<file path="src/rtl/collision_pkg.sv">
// Shared types for the per-frame collision/scoring stage.
package collision_pkg;

  typedef enum logic [1:0] {SCAN, COMMIT, CLEAR, WAIT_HI} state_e;

  typedef logic [3:0] bcd_digit_t;

  localparam logic [15:0] MAX_SCORE_BCD = 16'h9999;

endpackage

</file>
<file path="src/rtl/bcd_add4_sat.sv">
// 4-digit BCD score plus a small binary increment (0..63), clamped at 9999.
module bcd_add4_sat
  import collision_pkg::*;
(
  input  logic [15:0] a_i,
  input  logic [5:0]  inc_i,
  output logic [15:0] sum_o
);

  bcd_digit_t b [4];
  logic [4:0] d;
  logic       c;

  always_comb begin
    // Increment split into tens/ones digits; upper digits only take carries.
    b[0]  = 4'(inc_i % 6'd10);
    b[1]  = 4'(inc_i / 6'd10);
    b[2]  = 4'd0;
    b[3]  = 4'd0;
    sum_o = '0;
    c     = 1'b0;
    d     = '0;
    for (int k = 0; k < 4; k++) begin
      d = {1'b0, a_i[4*k +: 4]} + {1'b0, b[k]} + {4'd0, c};
      c = (d > 5'd9);
      if (c) d = d - 5'd10;
      sum_o[4*k +: 4] = d[3:0];
    end
    if (c) sum_o = MAX_SCORE_BCD;
  end

endmodule

</file>
<file path="src/rtl/pixel_collision_latch.sv">
// Accumulates layer overlaps over the visible scan and commits kill pulses,
// BCD score and lives at vsync. COLLISION_INVULN_EN adds post-death immunity.
module pixel_collision_latch
  import collision_pkg::*;
#(
  parameter int NUM_ROCKS     = 4,
  parameter int NUM_SHOTS     = 4,
  parameter int INIT_LIVES    = 3,
  parameter int ROCK_POINTS   = 1,
  parameter int INVULN_FRAMES = 120
) (
  input  logic                 Clk,
  input  logic                 Reset_n,
  input  logic                 vs,
  input  logic                 restart,
  input  logic                 ship_pix,
  input  logic [NUM_ROCKS-1:0] rock_pix,
  input  logic [NUM_SHOTS-1:0] shot_pix,
  input  logic [NUM_ROCKS-1:0] rock_active,
  input  logic [NUM_SHOTS-1:0] shot_active,
  input  logic                 ship_active,
  output logic [NUM_ROCKS-1:0] reset_rocks,
  output logic [NUM_SHOTS-1:0] reset_shots,
  output logic                 reset_ship,
  output logic [15:0]          score,
  output logic [2:0]           lives,
  output logic                 game_over
);

  state_e                              state_q, state_d;
  logic                                vs_q;
  logic [NUM_ROCKS-1:0][NUM_SHOTS-1:0] rs_acc_q, rs_acc_d;
  logic [NUM_ROCKS-1:0]                sr_acc_q, sr_acc_d, rocks_q, rocks_d, rock_shot;
  logic [NUM_SHOTS-1:0]                shots_q, shots_d, shot_kill;
  logic                                ship_q, ship_d, ship_kill;
  logic                                restart_q, restart_d, vuln, over;
  logic [15:0]                         score_q, score_d, score_sum;
  logic [2:0]                          lives_q, lives_d;
  logic [5:0]                          inc;

  assign over      = (lives_q == 3'd0);
  assign ship_kill = (|sr_acc_q) & ~over & ~restart_q;
  assign inc       = 6'(ROCK_POINTS * $countones(rock_shot));

  always_comb begin
    shot_kill = '0;
    for (int i = 0; i < NUM_ROCKS; i++) begin
      rock_shot[i] = |rs_acc_q[i];
      shot_kill    = shot_kill | rs_acc_q[i];
    end
  end

  bcd_add4_sat u_add (.a_i(score_q), .inc_i(inc), .sum_o(score_sum));

`ifdef COLLISION_INVULN_EN
  localparam int IW = $clog2(INVULN_FRAMES + 2);
  logic [IW-1:0] inv_q, inv_d;

  assign vuln = (inv_q == '0);

  always_comb begin
    inv_d = inv_q;
    if (state_q == COMMIT) begin
      if (ship_kill | restart_q) inv_d = IW'(INVULN_FRAMES);
      else if (inv_q != '0)      inv_d = inv_q - IW'(1);
    end
  end

  always_ff @(posedge Clk or negedge Reset_n)
    if (!Reset_n) inv_q <= '0;
    else          inv_q <= inv_d;
`else
  logic unused_invuln;
  assign unused_invuln = ^INVULN_FRAMES;
  assign vuln          = 1'b1;
`endif

  always_comb begin
    state_d   = state_q;
    rs_acc_d  = rs_acc_q;
    sr_acc_d  = sr_acc_q;
    rocks_d   = '0;
    shots_d   = '0;
    ship_d    = 1'b0;
    score_d   = score_q;
    lives_d   = lives_q;
    restart_d = restart_q | restart;
    unique case (state_q)
      SCAN: begin
        if (vs) begin
          for (int i = 0; i < NUM_ROCKS; i++) begin
            for (int j = 0; j < NUM_SHOTS; j++)
              rs_acc_d[i][j] = rs_acc_q[i][j] |
                (rock_pix[i] & shot_pix[j] & rock_active[i] & shot_active[j]);
            sr_acc_d[i] = sr_acc_q[i] |
              (ship_pix & rock_pix[i] & rock_active[i] & ship_active & vuln);
          end
        end
        if (vs_q & ~vs) state_d = COMMIT;
      end
      COMMIT: begin
        rocks_d = rock_shot | sr_acc_q;
        shots_d = shot_kill;
        ship_d  = ship_kill;
        // A restart raised in this very cycle survives for the next frame.
        restart_d = restart;
        if (restart_q) begin
          score_d = '0;
          lives_d = 3'(INIT_LIVES);
        end else begin
          if (!over)    score_d = score_sum;
          if (ship_kill) lives_d = lives_q - 3'd1;
        end
        state_d = CLEAR;
      end
      CLEAR: begin
        rs_acc_d = '0;
        sr_acc_d = '0;
        state_d  = WAIT_HI;
      end
      WAIT_HI: if (vs) state_d = SCAN;
      default: state_d = WAIT_HI;
    endcase
  end

  always_ff @(posedge Clk or negedge Reset_n) begin
    if (!Reset_n) begin
      state_q   <= WAIT_HI;
      vs_q      <= 1'b1;
      rs_acc_q  <= '0;
      sr_acc_q  <= '0;
      rocks_q   <= '0;
      shots_q   <= '0;
      ship_q    <= 1'b0;
      score_q   <= '0;
      lives_q   <= 3'(INIT_LIVES);
      restart_q <= 1'b0;
    end else begin
      state_q   <= state_d;
      vs_q      <= vs;
      rs_acc_q  <= rs_acc_d;
      sr_acc_q  <= sr_acc_d;
      rocks_q   <= rocks_d;
      shots_q   <= shots_d;
      ship_q    <= ship_d;
      score_q   <= score_d;
      lives_q   <= lives_d;
      restart_q <= restart_d;
    end
  end

  assign reset_rocks = rocks_q;
  assign reset_shots = shots_q;
  assign reset_ship  = ship_q;
  assign score       = score_q;
  assign lives       = lives_q;
  assign game_over   = over;

endmodule

</file>
<file path="config.mk">
export PLATFORM = sky130hd
export DESIGN_NAME = pixel_collision_latch
export DESIGN_NICKNAME = d
export VERILOG_FILES = /design/src/rtl/collision_pkg.sv /design/src/rtl/bcd_add4_sat.sv /design/src/rtl/pixel_collision_latch.sv
export SDC_FILE = /design/constraint.sdc
export NUM_CORES = 1
export LEC_CHECK = 0
export CAP_MARGIN = 20
export CORE_ASPECT_RATIO = 1.5
export CORE_MARGIN = 2
export CORE_UTILIZATION = 37
export CTS_CLUSTER_DIAMETER = 80
export DETAILED_ROUTE_END_ITERATION = 6
export PLACE_DENSITY = 0.58
export RECOVER_POWER = 25
export SYNTH_ARGS = -nofsm -noshare
export SYNTH_HDL_FRONTEND = slang
export SYNTH_SLANG_ARGS = --single-unit
</file>
<file path="constraint.sdc">
create_clock -name Clk -period 9.1 [get_ports Clk]
set_input_delay 1.365 -clock Clk [delete_from_list [all_inputs] [get_ports Clk]]
set_output_delay 1.365 -clock Clk [all_outputs]
set_load 0.02 [all_outputs]
</file>
==> flow_metrics.py, run 1 <==
metrics = {
    "sta": {
        "finalSetupTns_ns": 0,
        "slew_headroom_pct": -86.5,
        "drv_slew": 53,
        "fmax_mhz": 133,
        "rsz0062_at_grt": "no",
        "tightest_slew_ns": 2.80,
        "finClkSkew_ns": 0.0105,
        "hold_viol_final": 0,
        "period_share_pct": 82.6,
        "min_period_ns": 7.51,
        "setup_viol": 0,
    },
    "power_and_ir_drop": {
        "p_total_w": 0.00112,
        "intPower_w": 0.000652,
        "p_switching_w": 0.000466,
        "switching_share_pct": 41.6,
        "p_seq_share_pct": 30.2,
        "power.density_nw_per_um2": 310,
        "p_leak_nw": 1.67,
        "ir_drop_mv": 0.146,
        "power_frac_clock_pct": 17.7,
        "p_comb_share_pct": 52.1,
    },
    "global_route": {
        "grt_max_degree": 53,
        "grt_pass1_vias": 2289,
        "grt_use_total_pct": 17.2,
        "antenna_found_initial": 0,
        "grt-ovfl-total": 0,
        "grt_pass1_wl_um": 11300,
    },
    "floorplan": {
        "die_area_sq_um": 8460,
        "initial_core_util_pct": 37.8,
        "die_y_um": 112,
        "ios": 51,
        "die_x_um": 75.8,
        "num_rows": 39,
        "coreArea_sq_um": 7560,
    },
    "synthesis": {
        "synth-seq-cells": 52,
        "synth_top_area_share_pct": 41.1,
        "synth.largest_area_cell": "dfrtp_1",
        "seq_area_frac_synth_pct": 45.7,
        "synth_area_leaders": "dfrtp_1 (41%), ha_1 (8.8%), nor2_1 (6.0%)",
        "syn_inst": 291,
        "synth_area_sq_um": 2860,
        "yosys_most_used_dff": "dfrtp_1",
        "ys_top_cells_by_count": "dfrtp_1 (47), nor2_1 (46), a31oi_1 (23)",
        "synth_async_sr_flop_share_pct": 100,
        "avgSynthCellArea_sq_um": 9.82,
        "yosysWarnings": 0,
        "synth_cell_types": 54,
        "synth-edff-count": 0,
        "yosysMostFrequentCell": "dfrtp_1",
        "syn-num-nets": 335,
    },
    "setup_path": {
        "cpPeakStageDelay_ns": 0.59,
        "path_common_cell": "ha_1",
        "startpoint_type": "register",
        "critPathBufInv": 0,
        "cpMaxStageDelayCell": "or4_1",
        "cp_max_fo": 8,
        "critical_path.endpoint_type": "register",
        "required_ns": 9.33,
        "path_class": "reg -> reg",
        "crit_chain": "or4_1 -> fa_1 -> ha_1 -> ha_1 -> fa_1 -> nor2_1 -> a32o_2 -> a211oi_4 -> ha_1 -> ha_1 -> nor2_1 -> or3_1 -> a21oi_2 -> ha_1 -> ha_1 -> mux2_2 -> o221a_2 -> ha_1 -> ha_1 -> or2_0 -> a21o_1 -> a21oi_1 -> o21ai_0 -> nand2_1",
        "crit_family": "adder cells",
        "arrival_ns": 7.74,
    },
    "detailed_routing": {
        "first_pass_iters": 6,
        "detail_route.vias_per_cell": 5.27,
        "vias": 2341,
        "wl_per_cell_um": 15.3,
        "drtIter0Drc": 106,
        "route.detailed.drc": 0,
        "wirelength_um": 6790,
        "drtAntennaViolNets": 0,
    },
    "place": {
        "place_congestion": 0.748,
        "dp_hpwl_um": 5190,
        "placedCellCount": 436,
        "port_buffers": 50,
    },
    "clock_tree": {
        "cts.root.buffer_cell": "clkbuf_16",
        "holdBufCountCts": 0,
        "clock_sinks": 52,
        "path_clk_slew_ns": 0.08,
        "cts_setup_buffers": 0,
        "cts_buffer_depth": 2,
        "numCtsBuffers": 5,
        "cts_tree": "done",
        "clk_latency_ns": 0.30,
        "cts_resized": 0,
        "htreeDepth": 2,
    },
    "cells_and_area": {
        "n_antenna_cell": 0,
        "drive_gt1_share_pct": 8.19,
        "nFillCells": 749,
        "fin_nets": 385,
        "finalNonFillerCells": 444,
        "area_delta_synth_final_pct": 26.2,
    },
    "min_path": {
        "min_path_type": "reg -> reg",
    },
    "run_status": {
        "violations": "capacitance limit, slew limit",
        "status": "complete, but fails checks",
    },
    "flow_run": {
        "max-cap-violations": 1,
    },
}
final timing paths:
path                        startpoint              to  slack (ns)  depth (start not counted)
max                        rs_acc_q[1]       score[10]        1.59                         24
min                        rs_acc_q[0]     rs_acc_q[0]        0.52                          2
max reg2reg                rs_acc_q[1]       score[10]        1.59                         24
min reg2reg                rs_acc_q[0]     rs_acc_q[0]        0.52                          2
max in group asynchronous      Reset_n  reset_rocks[2]        5.45                          2
min in group asynchronous      Reset_n        score[5]        2.05                          2
power groups by stage:
stage	combinational [W]	clock (W)	sequential [W]
floorplan	0.000396	0	0.000356
global placement	0.000573	0	0.000343
detailed placement	0.000581	0	0.000344
CTS	0.000590	0.000204	0.000340
global route	0.000658	0.000213	0.000347
finish	0.000582	0.000198	0.000338
stage by stage:
stage	setup slack (ns)	util [%]	area (sq um)	hold WS, ns
after global routing	1.09	47.7	3610	0.553
final	1.59	47.7	3610	0.521
after floorplan	2.21	-	2860	0.476
after detailed placement	1.57	45.7	3460	0.504
after CTS	1.55	47.8	3610	0.523
after global placement	1.81	45.7	3460	0.499
tightest hold or removal path: cells and delay by family, from the launching register on:
kind             cells  cell delay (ns)
flip-flops           1             0.36
AND/OR/NAND/NOR      1             0.07
AO/OA/AOI/OAI        1             0.05
registers in the layout (all words and copies together) (netlist names):
| signal | flops |
|---|---|
| lives | 3 |
| reset_rocks | 4 |
| reset_ship | 1 |
| reset_shots | 4 |
| restart_q | 1 |
| rs_acc_q | 16 |
| score | 16 |
| sr_acc_q | 4 |
| state_q | 2 |
| vs_q | 1 |
area by class of cell:
cell class | instances | area (sq um) | share of cell area [%]
Sequential cell | 52 | 1310 | 36.2
Timing Repair Buffer | 53 | 514 | 14.3
Inverter | 12 | 45.0 | 1.25
Multi-Input combinational cell | 217 | 1460 | 40.5
Clock inverter | 3 | 28.8 | 0.798
Clock buffer | 5 | 125 | 3.47
Tap cell | 102 | 128 | 3.54
cell usage in the layout (no fill, tap or decap), types with 8 or more instances in the layout:
cell / synthesis / layout
inv_1: 12 / 12
xnor2_1: 8 / 8
nand2_1: 22 / 22
o21ai_0: 9 / 9
ha_1: 20 / 20
dfrtp_1: 47 / 47
a22o_1: 8 / 8
nor2_1: 46 / 46
clkdlybuf4s50_1: 0 / 47
a31oi_1: 23 / 23
layer usage:
metal / vias up / part of all wire, % / routed length [um] / track usage (%)
met4: 0 / 1.9 / 130 / 5.85
met5: - / 0 / 0 / 0
met2: 65 / 55 / 3710 / 30.2
met1: 1113 / 40 / 2720 / 20.7
li1: 1152 / - / - / -
met3: 11 / 3.2 / 219 / 2.26
kinds of logic after synthesis:
kind of cell               after synthesis  share of synthesized area [%]
buffers and inverters                   22                           3.19
adders and majority gates               22                           10.2
DFF                                     52                           45.7
xor gates and xnor gates                10                           3.06
and+or+nand+nor                        105                           16.9
muxes                                    6                           2.28
AOI/OAI and AO/OA                       74                           18.6
Note: power is estimated with default switching activity, not from simulation.
==> run 2, diff against run 1 <==
- clock period: 9.1 -> 7.1 ns (I/O delays scaled with it)
==> run 2 against run 1 <==
Effect of this change: the run still ends with capacitance limit, slew limit left; critical endpoint is now score[3]; routed wire length grew 1.6%; sequential share of layout area down 1.3 points; core utilization grew 1.8 points; total power grew 32%; critical path type unchanged.
==> flow_metrics.py, run 2 (same netlist as run 1, synthesis figures left out) <==
metrics = {
    "run_status": {
        "status": "complete, but fails checks",
        "violations": "capacitance limit, slew limit",
    },
    "setup_path": {
        "r2r-start": "rs_acc_q[13]",
        "critPathBufInv": 1,
        "path_common_cell": "ha_1",
        "cp_max_fo": 9,
        "arrival_ns": 7.01,
        "cp-startpoint": "rs_acc_q[13]",
        "cpPeakStageDelay_ns": 0.59,
        "startpoint_type": "register",
        "critical_path.endpoint_type": "register",
        "required_ns": 7.29,
        "cpMaxStageDelayCell": "or4_1",
        "path_class": "reg -> reg",
        "crit_family": "adder cells",
    },
    "detailed_routing": {
        "detail_route.vias_per_cell": 5.20,
        "vias": 2364,
        "wirelength_um": 6900,
        "drtAntennaViolNets": 0,
        "first_pass_iters": 4,
        "wl_per_cell_um": 15.2,
        "route.detailed.drc": 0,
        "drtIter0Drc": 90,
    },
    "cells_and_area": {
        "final_common_cell": "clkdlybuf4s50_1",
        "seq_area_sq_um": 1310,
        "nFillCells": 707,
        "postLayoutCellArea_sq_um": 3740,
        "fin_util_pct": 49.5,
        "drive_gt1_share_pct": 13.9,
        "final_cell_mix": "clkdlybuf4s50_1 (48), dfrtp_1 (47), nor2_1 (46)",
        "finalNonFillerCells": 455,
        "n_antenna_cell": 0,
        "fin_nets": 396,
        "multi_input_area_sq_um": 1520,
        "area_delta_synth_final_pct": 30.9,
    },
    "place": {
        "placedCellCount": 443,
        "place_congestion": 0.819,
        "port_buffers": 50,
        "dp_hpwl_um": 5270,
        "dpl_cell_area_sq_um": 3510,
    },
    "global_route": {
        "grt_max_degree": 53,
        "grt-ovfl-total": 0,
        "grt_pass1_vias": 2393,
        "grt_pass1_wl_um": 11400,
        "antenna_found_initial": 0,
        "grt_use_total_pct": 17.7,
    },
    "floorplan": {
        "num_rows": 39,
        "die_x_um": 75.8,
        "coreArea_sq_um": 7560,
        "die_y_um": 112,
        "die_area_sq_um": 8460,
        "initial_core_util_pct": 37.8,
        "ios": 51,
    },
    "sta": {
        "finalSetupTns_ns": 0,
        "min_period_ns": 6.82,
        "tightest_slew_ns": 2.77,
        "fmax_mhz": 147,
        "slew_headroom_pct": -84.6,
        "drv_slew": 53,
        "period_share_pct": 96.0,
        "finClkSkew_ns": 0.00776,
        "hold_viol_final": 0,
        "setup_viol": 0,
    },
    "clock_tree": {
        "numCtsBuffers": 5,
        "cts_buffer_depth": 2,
        "clk_latency_ns": 0.30,
        "htreeDepth": 2,
        "cts_tree": "done",
        "holdBufCountCts": 0,
        "clock_sinks": 52,
        "cts.root.buffer_cell": "clkbuf_16",
        "path_clk_slew_ns": 0.07,
    },
    "power_and_ir_drop": {
        "power.density_nw_per_um2": 396,
        "p_leak_nw": 1.72,
        "ir_drop_mv": 0.222,
    },
    "flow_run": {
        "max-cap-violations": 1,
    },
    "min_path": {
        "hp-start": "score[12]",
        "min_path_type": "reg -> reg",
    },
}
## run 2: timing repair
action,CTS,global route
endpoints found under the setup margin,0,15
setup buffers,0,4
resized for setup,0,11
hold endpoints to repair,0,0
## run 2: per-layer routing
layer / GRT usage, % / share of wire, % / up-vias
li1: - / - / 1174
met1: 21.4 / 41 / 1134
met2: 30.0 / 54 / 49
met3: 3.62 / 2.7 / 7
met4: 6.32 / 1.9 / 0
met5: 0 / 0 / -
## run 2: stage by stage
stage               total power (W)  setup WS (ns)  hold slack [ns]
floorplan                  0.000964          0.211            0.476
global placement            0.00121          0.212            0.496
detailed placement          0.00122         0.0567            0.503
CTS                         0.00147         0.0234            0.520
global route                0.00161       -0.00782            0.547
finish                      0.00148          0.281            0.510
## run 2: area by class of cell
cell class                      instances  share of cell area, %
Sequential cell                        52                   34.9
Inverter                               12                   1.20
Clock buffer                            5                   3.34
Multi-Input combinational cell        217                   40.5
Clock inverter                          3                  0.702
Timing Repair Buffer                   64                   15.9
Tap cell                              102                   3.41
## run 2: worst paths after layout
path / end / slack [ns] / cells past startpoint
setup reg to reg: score[3] / 0.28 / 25
hold / removal: score[12] / 0.51 / 2
min in group asynchronous: score[15] / 1.73 / 2
max in group asynchronous: reset_rocks[2] / 3.79 / 2
hold reg to reg: score[12] / 0.51 / 2
setup / recovery: score[3] / 0.28 / 25
## run 2: tightest hold or removal path, stage by stage, from the launching register on
cell and delay (ns):
dfrtp_1 0.37, nand2_1 0.06, nand2_1 0.05
## run 2: where the power goes
group          switching, W  internal [W]
Clock              0.000119      0.000134
Sequential        0.0000563      0.000376
Combinational      0.000445      0.000350
Total              0.000620      0.000861
==> RTL change 1: new RTL, config.mk and constraints of run 2 <==
`NUM_ROCKS`: 4 -> 5.
--- a/src/rtl/pixel_collision_latch.sv
+++ b/src/rtl/pixel_collision_latch.sv
@@ -5,3 +5,3 @@
 #(
-  parameter int NUM_ROCKS     = 4,
+  parameter int NUM_ROCKS     = 5,
   parameter int NUM_SHOTS     = 4,
Ports: changed (resized reset_rocks, rock_active and rock_pix); port bits go from 51 to 54. No check against the original RTL was run, so the function may have changed too.
==> RTL change 1 against run 2 <==
- the run still ends with max-capacitance violations, max-slew violations left
- first-iteration DRC count increased by 51%
- worst hold slack worse by 0.0014 ns
- setup slack improved by 0.0065 ns
- total power is 28% higher
- combinational power increased by 25%
- sequential cell count up 6
- count of clock-buffer cells in the layout increased by 9
- wire length grew 15%
- area after synthesis increased by 8.9%
- global-route usage increased by 0.19 points
- largest power group unchanged
- final area grew 12%
- synthesized cell count is 10% higher
- die area rose by 8.5%
==> RTL change 1: results (changes against run 2) <==
.. list-table::
   :header-rows: 1

   * - Metric
     - Value
   * - Pleak
     - 1.89 nW (+9.8%)
   * - Critical path startpoint
     - rs_acc_q[0]$_DFFE_PN0P_
   * - Portion of the post-synthesis area used by sequential elements
     - 46.8% (+1.1 points)
   * - Biggest area contributors in the synthesized netlist
     - sky130_fd_sc_hd__dfrtp_1, sky130_fd_sc_hd__ha_1, sky130_fd_sc_hd__nor2_1, sky130_fd_sc_hd__a31oi_1, sky130_fd_sc_hd__dfstp_2
   * - Pwr dens
     - 454 nW/um^2 (+15%)
   * - Max-capacitance violation count
     - 1 (unchanged)
   * - Met1 GRT Util
     - 20.4% (-0.94 points)
   * - Clock network power
     - 0.000408 W (+61%)
   * - Routability Congestion
     - 0.819 (about the same)
   * - Commonest cells in the synthesized netlist
     - sky130_fd_sc_hd__dfrtp_1, sky130_fd_sc_hd__nor2_1, sky130_fd_sc_hd__a31oi_1
   * - Detailed-route via count
     - 2,672 (+13%)
   * - Max-slew violation count
     - 59 (+11%)
   * - Data arrival time of the critical path
     - 7.08 ns (+0.07 ns)
   * - Number of distinct library cell variants in the gate-level netlist after synthesis
     - 48 (-11%)
   * - Slowest stage cell, crit path
     - sky130_fd_sc_hd__fa_2
   * - Critical hold path startpoint
     - score[4]$_DFFE_PN0P_
   * - Clk pin slew, worst setup/hold paths
     - 0.05 ns (-0.02 ns)
   * - Worst hold path endpoint
     - score[4]$_DFFE_PN0P_
   * - Number of buffers inserted during clock tree synthesis
     - 9 (+4)
   * - Pin count of the biggest net entering global routing
     - 59 (+11%)
   * - Destination of the critical timing path
     - score[10]$_DFFE_PN0P_
   * - Worst reg2reg startpoint
     - rs_acc_q[0]$_DFFE_PN0P_
   * - Met3 Usage GRT
     - 3.55% (-0.065 points)
   * - Number of nets in the synthesized netlist
     - 367 (+9.6%)
   * - Critical path peak fanout
     - 5 (-4)
   * - # fillers
     - 805 (+14%)
   * - Clock network latency to the later pin of the worst-skew pair
     - 0.33 ns (+0.03 ns)
   * - Layout cells sized above 1
     - 14.3% (+0.44 points)
   * - Share of total power in combinational logic
     - 52.1% (-1.6 points)
   * - DPL Wire Length
     - 5550 um (+5.2%)
   * - Failing checks
     - max-capacitance violations, max-slew violations
   * - Worst IR Drop VDD
     - 239 uV (+7.8%)
   * - Mean routed wirelength per cell
     - 15.9 um (+4.8%)
   * - Via count of the first global-routing pass
     - 2,573 (+7.5%)
   * - # port buffers
     - 53 (+6.0%)
   * - GRT Overall Usage
     - 17.8% (+0.19 points)
   * - Switching part of the total power
     - 41.0% (-0.89 points)
   * - Slew margin rel.
     - -108% (-24 points)
   * - Depth of the worst register-to-register path
     - 29 (+16%)
   * - Result of the run
     - complete, but fails checks
RTL change 1: cell count changes after synthesis, moves of 4 or more:
| cell | before | now |
|---|---|---|
| sky130_fd_sc_hd__mux2i_1 | 2 | 6 |
| sky130_fd_sc_hd__a21oi_1 | 6 | 20 |
| sky130_fd_sc_hd__dfrtp_1 | 47 | 53 |
| sky130_fd_sc_hd__o21ai_0 | 9 | 15 |
| sky130_fd_sc_hd__inv_1 | 12 | 20 |
RTL change 1: stage by stage:
stage	hold slack [ns]	std cells	worst slack [ns]	utilization, %
after floorplan	0.477	321	0.364	-
after global placement	0.493	477	0.0520	45.4
after detailed placement	0.499	477	-0.0989	45.4
after CTS	0.510	493	0.0361	48.9
after global routing	0.544	498	-0.0173	50.3
final	0.508	498	0.288	50.3
RTL change 1: logic make-up (layout without fill, tap and decap cells):
logic type / count (synthesis) / count (layout) / synth area share [%]
simple gates: 101 / 101 / 14.7
compound gates: 92 / 92 / 19.7
flops: 58 / 58 / 46.8
buf+inv: 31 / 101 / 3.98
fa+ha+maj: 22 / 22 / 9.57
mux: 9 / 9 / 3.01
xor+xnor: 8 / 8 / 2.25
RTL change 1: layout make-up:
type	instances	area share [%]
multi-input cells	232	38.6
repair buffers	65	14.7
inverters	20	1.80
clock inverters	2	0.239
well taps	107	3.20
clock buffers	14	6.55
flip-flops and latches	58	34.9
RTL change 1: per-layer routing:
metal	up-vias	share of wire, %
met5	-	0
met4	0	2.5
met3	15	4.0
met2	80	54
met1	1297	40
li1	1280	-
RTL change 1: timing repair:
action                                  CTS  global route
endpoints found under the setup margin    8            15
resized for setup                         3            20
cloned                                    0             1
pin swaps                                 0             5
buffers inserted                          0             4
==> RTL change 2: new RTL, flow settings as in run 2 <==
Without the edit above. Encoding of `state_e`: now one-hot (4 bits for 4 states).
--- a/src/rtl/collision_pkg.sv
+++ b/src/rtl/collision_pkg.sv
@@ -3,3 +3,3 @@
 
-  typedef enum logic [1:0] {SCAN, COMMIT, CLEAR, WAIT_HI} state_e;
+  typedef enum logic [3:0] {SCAN = 4'b0001, COMMIT = 4'b0010, CLEAR = 4'b0100, WAIT_HI = 4'b1000} state_e;
 
Behaviour: no difference found for any inputs over 10 cycles, from zero or initial values and one cycle with Reset_n low; not proved beyond that.
==> RTL change 2 against run 2 <==
- the flow still finishes with violations (max-capacitance violations, max-slew violations)
- fmax is 2.0% higher
- wire length is 2.0% lower
- sequential cell count is 2 higher
- area after synthesis is 1.2% higher
- die area is 1.1% higher
- total power is 8.7% lower
- setup slack better by 0.13 ns
- final area is 0.87% higher
- critical path type unchanged
- critical endpoint is now score[6]$_DFFE_PN0P_
- highest routed layer unchanged
==> RTL change 2: results (changes against run 2) <==
.. list-table::
   :header-rows: 1

   * - Metric
     - Value
   * - Result of the run
     - complete, but fails checks
   * - Failing checks
     - max-capacitance violations, max-slew violations
   * - Max-capacitance violation count
     - 1 (unchanged)
   * - Routability Congestion
     - 0.821 (+0.22%)
   * - H-tree level count
     - 2 (unchanged)
   * - Pre-CTS setup slack
     - 0.0295 ns (-0.0272 ns)
   * - Register-to-Register Setup Slack
     - 0.42 ns (+0.13 ns)
   * - Pleak
     - 1.71 nW (-0.93%)
   * - Worst reg2reg startpoint
     - rs_acc_q[4]$_DFFE_PN0P_
   * - GRT met2 Usage
     - 29.9% (-0.060 points)
   * - GRT Overall Usage
     - 16.6% (-1.0 points)
   * - Portion of the post-synthesis area used by sequential elements
     - 46.9% (+1.2 points)
   * - Worst flop-to-flop path endpoint
     - score[6]$_DFFE_PN0P_
   * - Met1 GRT Util
     - 19.2% (-2.2 points)
   * - Slew at the pin with the worst max-slew slack
     - 2.85 ns (+0.0803 ns)
   * - Detailed-route via count
     - 2,404 (+1.7%)
   * - # fillers
     - 740 (+4.7%)
   * - Post-synthesis cell count
     - 299 (+2.7%)
   * - Via-per-instance ratio
     - 5.27 (+1.5%)
   * - Number of distinct library cell variants in the gate-level netlist after synthesis
     - 48 (-11%)
   * - Routed met2 length
     - 3550 um (-5.2%)
   * - DPL Wire Length
     - 5060 um (-4.0%)
   * - Met3 Usage GRT
     - 3.05% (-0.57 points)
   * - Critical hold path startpoint
     - score[8]$_DFFE_PN0P_
   * - Worst IR Drop VDD
     - 215 uV (-3.1%)
   * - Placed Cells incl. Taps
     - 447 (+0.90%)
   * - Critical path peak fanout
     - 7 (-2)
   * - Data arrival time of the critical path
     - 6.92 ns (-0.09 ns)
   * - Biggest area contributors in the synthesized netlist
     - sky130_fd_sc_hd__dfrtp_1, sky130_fd_sc_hd__ha_1, sky130_fd_sc_hd__nor2_1, sky130_fd_sc_hd__a31oi_1, sky130_fd_sc_hd__dfstp_2
   * - Commonest cells in the synthesized netlist
     - sky130_fd_sc_hd__nor2_1, sky130_fd_sc_hd__dfrtp_1, sky130_fd_sc_hd__nand2_1
   * - Depth of the worst register-to-register path
     - 26 (+4.0%)
   * - First-pass GRT wire length
     - 11,300 um (-0.25%)
   * - Met3 wire length
     - 224 um (+19%)
   * - Worst hold slack
     - 0.515 ns (+0.00525 ns)
   * - Number of nets in the synthesized netlist
     - 339 (+1.2%)
   * - Detailed router's first-iteration violation count
     - 136 (+51%)
   * - Number of nets in the layout
     - 393 (-0.76%)
   * - Critical Path Max Stage Delay
     - 0.57 ns (-0.02 ns)
   * - Mean routed wirelength per cell
     - 14.8 um (-2.2%)
   * - Placed cell area
     - 3520 um^2 (+0.36%)
   * - Max-slew violation count
     - 55 (+3.8%)
RTL change 2: changes by cell type after synthesis, moves of 4 or more:
cell and change:
sky130_fd_sc_hd__ha_1 -4, sky130_fd_sc_hd__nand3_1 -5, sky130_fd_sc_hd__nor4_1 +4, sky130_fd_sc_hd__a21oi_1 +4, sky130_fd_sc_hd__nor2_1 +5, sky130_fd_sc_hd__o21ai_0 +8
RTL change 2: timing repair:
item	4_1_cts	5_1_grt
buffers inserted	0	1
resized for setup	0	13
setup endpoints to repair	0	15
RTL change 2: power groups by stage:
stage	Sequential, W	Clock, W	Combinational (W)
2_1_floorplan	0.000423	0	0.000384
6_report	0.000430	0.000321	0.000601
3_5_place_dp	0.000437	0	0.000525
4_1_cts	0.000431	0.000328	0.000532
3_3_place_gp	0.000436	0	0.000507
5_1_grt	0.000440	0.000341	0.000675
RTL change 2: logic make-up (layout without fill, tap and decap cells):
logic type | after synthesis | in the layout | synth area share (%)
buffers and inverters | 21 | 76 | 3.07
AOI/OAI and AO/OA | 74 | 74 | 17.2
xor gates and xnor gates | 8 | 8 | 2.42
DFF | 54 | 54 | 46.9
adders and majority gates | 18 | 18 | 8.30
muxes | 5 | 5 | 1.82
and+or+nand+nor | 119 | 119 | 20.3
RTL change 2: layout make-up:
| class | instances | area (um^2) | area share, % |
|---|---|---|---|
| flip-flops and latches | 54 | 1360 | 35.9 |
| multi-input cells | 224 | 1500 | 39.8 |
| clock buffers | 6 | 139 | 3.68 |
| clock inverters | 2 | 60.1 | 1.59 |
| inverters | 10 | 37.5 | 0.994 |
| well taps | 102 | 128 | 3.38 |
| repair buffers | 58 | 552 | 14.6 |
